**src/rtl/run_length_meter.sv**
```systemverilog
// Measures cycles between successive change pulses and queues each completed run
// length in a small FIFO. Optional min/max tracking is enabled by RLM_MINMAX_EN.
module run_length_meter #(
  parameter int CNT_W = 8,
  parameter int DEPTH = 4
) (
  input  logic             clk,
  input  logic             rst,
  input  logic             en,
  input  logic             clr,
  input  logic             dif,
  output logic [CNT_W-1:0] len_data,
  output logic             len_sat,
  output logic             len_valid,
  input  logic             len_ready,
  output logic             drop,
  output logic [CNT_W-1:0] min_len,
  output logic [CNT_W-1:0] max_len
);
  localparam int AW = (DEPTH > 1) ? $clog2(DEPTH) : 1;
  localparam logic [CNT_W-1:0] MAXC = '1;
  localparam logic [CNT_W-1:0] ONE  = CNT_W'(1);
  localparam logic [AW:0]      FULL = (AW+1)'(DEPTH);

  typedef enum logic {IDLE, RUN} state_t;

  state_t           state_q, state_d;
  logic [CNT_W-1:0] cnt_q, cnt_d;
  logic             sat_q, sat_d;
  logic             push;

  logic [CNT_W:0]   mem [DEPTH];
  logic [AW-1:0]    wr_ptr, rd_ptr;
  logic [AW:0]      count;
  logic             full, pop, wr;

  always_comb begin
    state_d = state_q;
    cnt_d   = cnt_q;
    sat_d   = sat_q;
    push    = 1'b0;
    if (clr) begin
      state_d = IDLE;
    end else begin
      case (state_q)
        IDLE: begin
          if (en && dif) begin
            state_d = RUN;
            cnt_d   = ONE;
            sat_d   = 1'b0;
          end
        end
        RUN: begin
          if (!en) begin
            state_d = IDLE;
          end else if (dif) begin
            push  = 1'b1;
            cnt_d = ONE;
            sat_d = 1'b0;
          end else begin
            if (cnt_q != MAXC) cnt_d = cnt_q + ONE;
            // sat flags any run that reached the ceiling, including exactly MAXC
            sat_d = sat_q | (cnt_q >= (MAXC - ONE));
          end
        end
        default: state_d = IDLE;
      endcase
    end
  end

  always_ff @(posedge clk or negedge rst) begin
    if (!rst) begin
      state_q <= IDLE;
      cnt_q   <= '0;
      sat_q   <= 1'b0;
    end else begin
      state_q <= state_d;
      cnt_q   <= cnt_d;
      sat_q   <= sat_d;
    end
  end

  assign full      = (count == FULL);
  assign len_valid = (count != '0);
  assign pop       = len_valid && len_ready;
  // a pop frees the slot in the same edge, so a full FIFO still accepts the push
  assign wr        = push && (!full || pop);

  always_ff @(posedge clk or negedge rst) begin
    if (!rst) begin
      for (int i = 0; i < DEPTH; i++) mem[i] <= '0;
      wr_ptr <= '0;
      rd_ptr <= '0;
      count  <= '0;
      drop   <= 1'b0;
    end else if (clr) begin
      wr_ptr <= '0;
      rd_ptr <= '0;
      count  <= '0;
      drop   <= 1'b0;
    end else begin
      if (wr) begin
        mem[wr_ptr] <= {sat_q, cnt_q};
        wr_ptr      <= wr_ptr + AW'(1);
      end
      if (pop) rd_ptr <= rd_ptr + AW'(1);
      case ({wr, pop})
        2'b10:   count <= count + (AW+1)'(1);
        2'b01:   count <= count - (AW+1)'(1);
        default: count <= count;
      endcase
      if (push && full && !pop) drop <= 1'b1;
    end
  end

  assign {len_sat, len_data} = mem[rd_ptr];

`ifdef RLM_MINMAX_EN
  logic [CNT_W-1:0] min_q, max_q;

  // every completed run counts, whether or not the FIFO accepted it
  always_ff @(posedge clk or negedge rst) begin
    if (!rst) begin
      min_q <= '1;
      max_q <= '0;
    end else if (clr) begin
      min_q <= '1;
      max_q <= '0;
    end else if (push) begin
      if (cnt_q < min_q) min_q <= cnt_q;
      if (cnt_q > max_q) max_q <= cnt_q;
    end
  end

  assign min_len = min_q;
  assign max_len = max_q;
`else
  assign min_len = '0;
  assign max_len = '0;
`endif

endmodule
```
**config.mk**
```make
export PLATFORM = sky130hd
export DESIGN_NAME = run_length_meter
export DESIGN_NICKNAME = d
export VERILOG_FILES = /design/src/rtl/run_length_meter.sv
export SDC_FILE = /design/constraint.sdc
export NUM_CORES = 1
export LEC_CHECK = 0
export ABC_CLOCK_PERIOD_IN_PS = 5800
export CORE_ASPECT_RATIO = 2
export CORE_MARGIN = 2
export CORE_UTILIZATION = 45
export DETAILED_ROUTE_END_ITERATION = 10
export MAX_ROUTING_LAYER = met4
export PLACE_DENSITY = 0.67
export SLEW_MARGIN = 20
export SYNTH_ARGS = -nofsm -noshare
export SYNTH_HDL_FRONTEND = slang
export SYNTH_SLANG_ARGS = --single-unit
```
**constraint.sdc**
```tcl
create_clock -name clk -period 5.8 [get_ports clk]
set_input_delay 1.45 -clock clk [delete_from_list [all_inputs] [get_ports clk]]
set_output_delay 1.45 -clock clk [all_outputs]
set_load 0.03 [all_outputs]
```
==> flow_summary.json <==
{
  "grt_max_degree": 55,
  "min_path_type": "flop to flop",
  "slew_headroom": 0.509,
  "first_pass_iters": 4,
  "fin_cells": 292,
  "synth_edf_count": 0,
  "final.setup.worst_slack_ns": 2.03,
  "syn_to_final_growth_pct": 10.1,
  "fin_setup_tns_ns": 0,
  "num_antenna_cells": 0,
  "pre_cts_slack_ns": 1.99,
  "grt_pass1_wl_mm": 8.41,
  "ys_warn_count": 0,
  "numPortBuffers": 16,
  "ys_types": 44,
  "clock_path_buffers": 2,
  "cts_resized": 0,
  "drv_cap": 0,
  "clkTransAtPathRegs_ns": 0.06,
  "clk_latency_ns": 0.29,
  "cp-start-kind": "flop",
  "final.period_utilization": 0.650,
  "synth_top_area_frac": 0.488,
  "place_congestion": 0.739,
  "routed_wl_mm": 4.92,
  "reg2reg_depth": 6,
  "via_per_inst": 5.72,
  "setup_viol": 0,
  "die_h_um": 115,
  "pin_count": 33,
  "yosysSeqAreaShare": 0.488,
  "synth_top_cell_by_area": "dfrtp_1",
  "antenna_found_initial": 0,
  "holdCritStartpoint": "mem[2]$_DFFE_PN0P_",
  "report.final.slew_viol_count": 0,
  "grt_usage": 0.171,
  "ys_seq_elements": 54,
  "pwr_density_cell_mw_per_mm2": 247,
  "timing.final.crit_period_ns": 3.77,
  "synth_area_per_cell_um2": 13.0,
  "drive_gt1_frac": 0.266,
  "hold_buffers": 0,
  "cts_max_level": 2,
  "finalHoldViolCount": 0,
  "drt-wirelength-per-cell_um": 16.8,
  "synth_area_mm2": 0.00277,
  "hold-path-cell-count": 1,
  "dieArea_mm2": 0.00684,
  "die_w_um": 59.5,
  "crit-reg2reg-launch": "count[1]$_DFFE_PN0P_",
  "rsz0062_at_grt": "false",
  "hold_path_end": "mem[2]$_DFFE_PN0P_",
  "mostFrequentLayoutCells": "54 x dfrtp_1, 33 x mux2_2, 16 x conb_1, 15 x clkdlybuf4s50_1, 9 x mux4_2",
  "drc": 0,
  "synth_top_flop_cell": "dfrtp_1",
  "placed_cells": 285,
  "postSynth.asyncResetShare": 1.00,
  "cts_sinks": 54,
  "ir_worst_vdd_mv": 0.119,
  "coreArea_mm2": 0.00596,
  "worstSetupEndpointType": "output port",
  "status": "finished, final reports clean",
  "start_util": 0.465,
  "num_vias": 1671,
  "cp.required_ns": 4.35,
  "r2r-end": "count[2]$_DFFE_PN0P_",
  "grt_overflow": 0,
  "fmax_ghz": 0.265,
  "worstMarginPinSlew_ns": 0.737,
  "root_buffer": "clkbuf_16",
  "path_class": "flop to output port",
  "nets": 242,
  "dr.first_iter.drc_count": 23,
  "ant_nets": 0,
  "rows": 40,
  "hpwl_mm": 3.53,
  "netlist_instances": 213,
  "post_cts.repair.setup_buffers": 0,
  "cts_buffers": 5,
  "cp-startpoint": "rd_ptr[0]$_DFFE_PN0P_",
  "cts_tree": "yes",
  "grt_pass1_vias": 1703,
  "synthTopCellsByArea": "dfrtp_1 49%, mux2_2 13%, mux4_2 7.3%",
  "leakage_nw": 1.48,
  "report.power.total_uw": 752,
  "worstPathArrival_ns": 2.32,
  "n_fill_cell": 532,
  "rrSetupSlack_ns": 3.53,
  "cp_max_fo": 11,
  "clock_skew_ns": 0.00423,
  "final_common_cell": "dfrtp_1"
}
## layout make-up
cell class              instances  area (µm²)  area share
clock buffers                   6         129      0.0422
clock inverters                 1        7.51     0.00246
inverters                       7        26.3     0.00861
multi-input cells             144        1290       0.425
flip-flops and latches         54        1350       0.443
well taps                      63        78.8      0.0258
repair buffers                 17         163      0.0533
## cell usage after synthesis, drive strengths merged, types with 2 or more instances
cell type	n
nand2b	2
or3	4
ha	6
a21oi	7
nand3	4
o31ai	2
and3	2
mux2i	2
or4	2
or2	2
clkbuf	4
o2111ai	3
xor2	3
nor2b	3
o21ai	5
mux4	9
dfrtp	54
and2	3
nor2	7
buf	19
inv	7
o211ai	2
mux2	38
nand4b	2
a31oi	2
nand2	9
## cells by family (layout without fill, tap and decap cells)
logic type               Yosys count  in the layout  share of synthesized area
flip-flops                        54             54                      0.488
multiplexers                      49             49                      0.235
AND/OR/NAND/NOR                   44             44                      0.102
buffers and inverters             30             31                     0.0655
AO/OA/AOI/OAI                     25             25                     0.0650
adder cells (fa/ha/maj)            7              7                     0.0343
XOR/XNOR                           3              3                    0.00948
other                              1             16                    0.00135
## worst max-delay path, stage by stage, from the launching register on
cell	delay (ns)
dfrtp_1	0.82
mux4_2	0.60
clkdlybuf4s50_1	0.61
## sequential cells by signal, summed over array words and instances (netlist names)
signal,count
sat_q,1
state_q,1
wr_ptr,2
mem,36
count,3
cnt_q,8
drop,1
rd_ptr,2
## per-layer routing
layer	track usage	share of wire	up-vias
li1	-	-	769
met1	0.185	0.38	865
met2	0.303	0.57	29
met3	0.0236	0.022	8
met4	0.0711	0.020	0
met5	-	0	-
## how the worst max path moves through the flow
stage                                 endpoint
after global placement    count[2]$_DFFE_PN0P_
after global routing               len_data[0]
final                                  len_sat
after floorplan           count[2]$_DFFE_PN0P_
after detailed placement  count[2]$_DFFE_PN0P_
after CTS                          len_data[0]
## power breakdown
group	switching [mW]	leakage [nW]	internal, mW
clock network	0.126	0.0629	0.158
registers	0.0113	0.745	0.383
logic	0.0475	0.669	0.0258
total	0.185	1.48	0.567
## stage by stage
| step | hold WS, ns | area, µm² | utilization |
|---|---|---|---|
| finish | 0.487 | 3050 | 0.512 |
| global route | 0.500 | 3050 | 0.512 |
| CTS | 0.492 | 3050 | 0.512 |
| detailed placement | 0.477 | 2910 | 0.489 |
| global placement | 0.470 | 2910 | 0.489 |
| floorplan | 0.459 | 2830 | - |
Note: power is estimated with default switching activity, not from simulation.
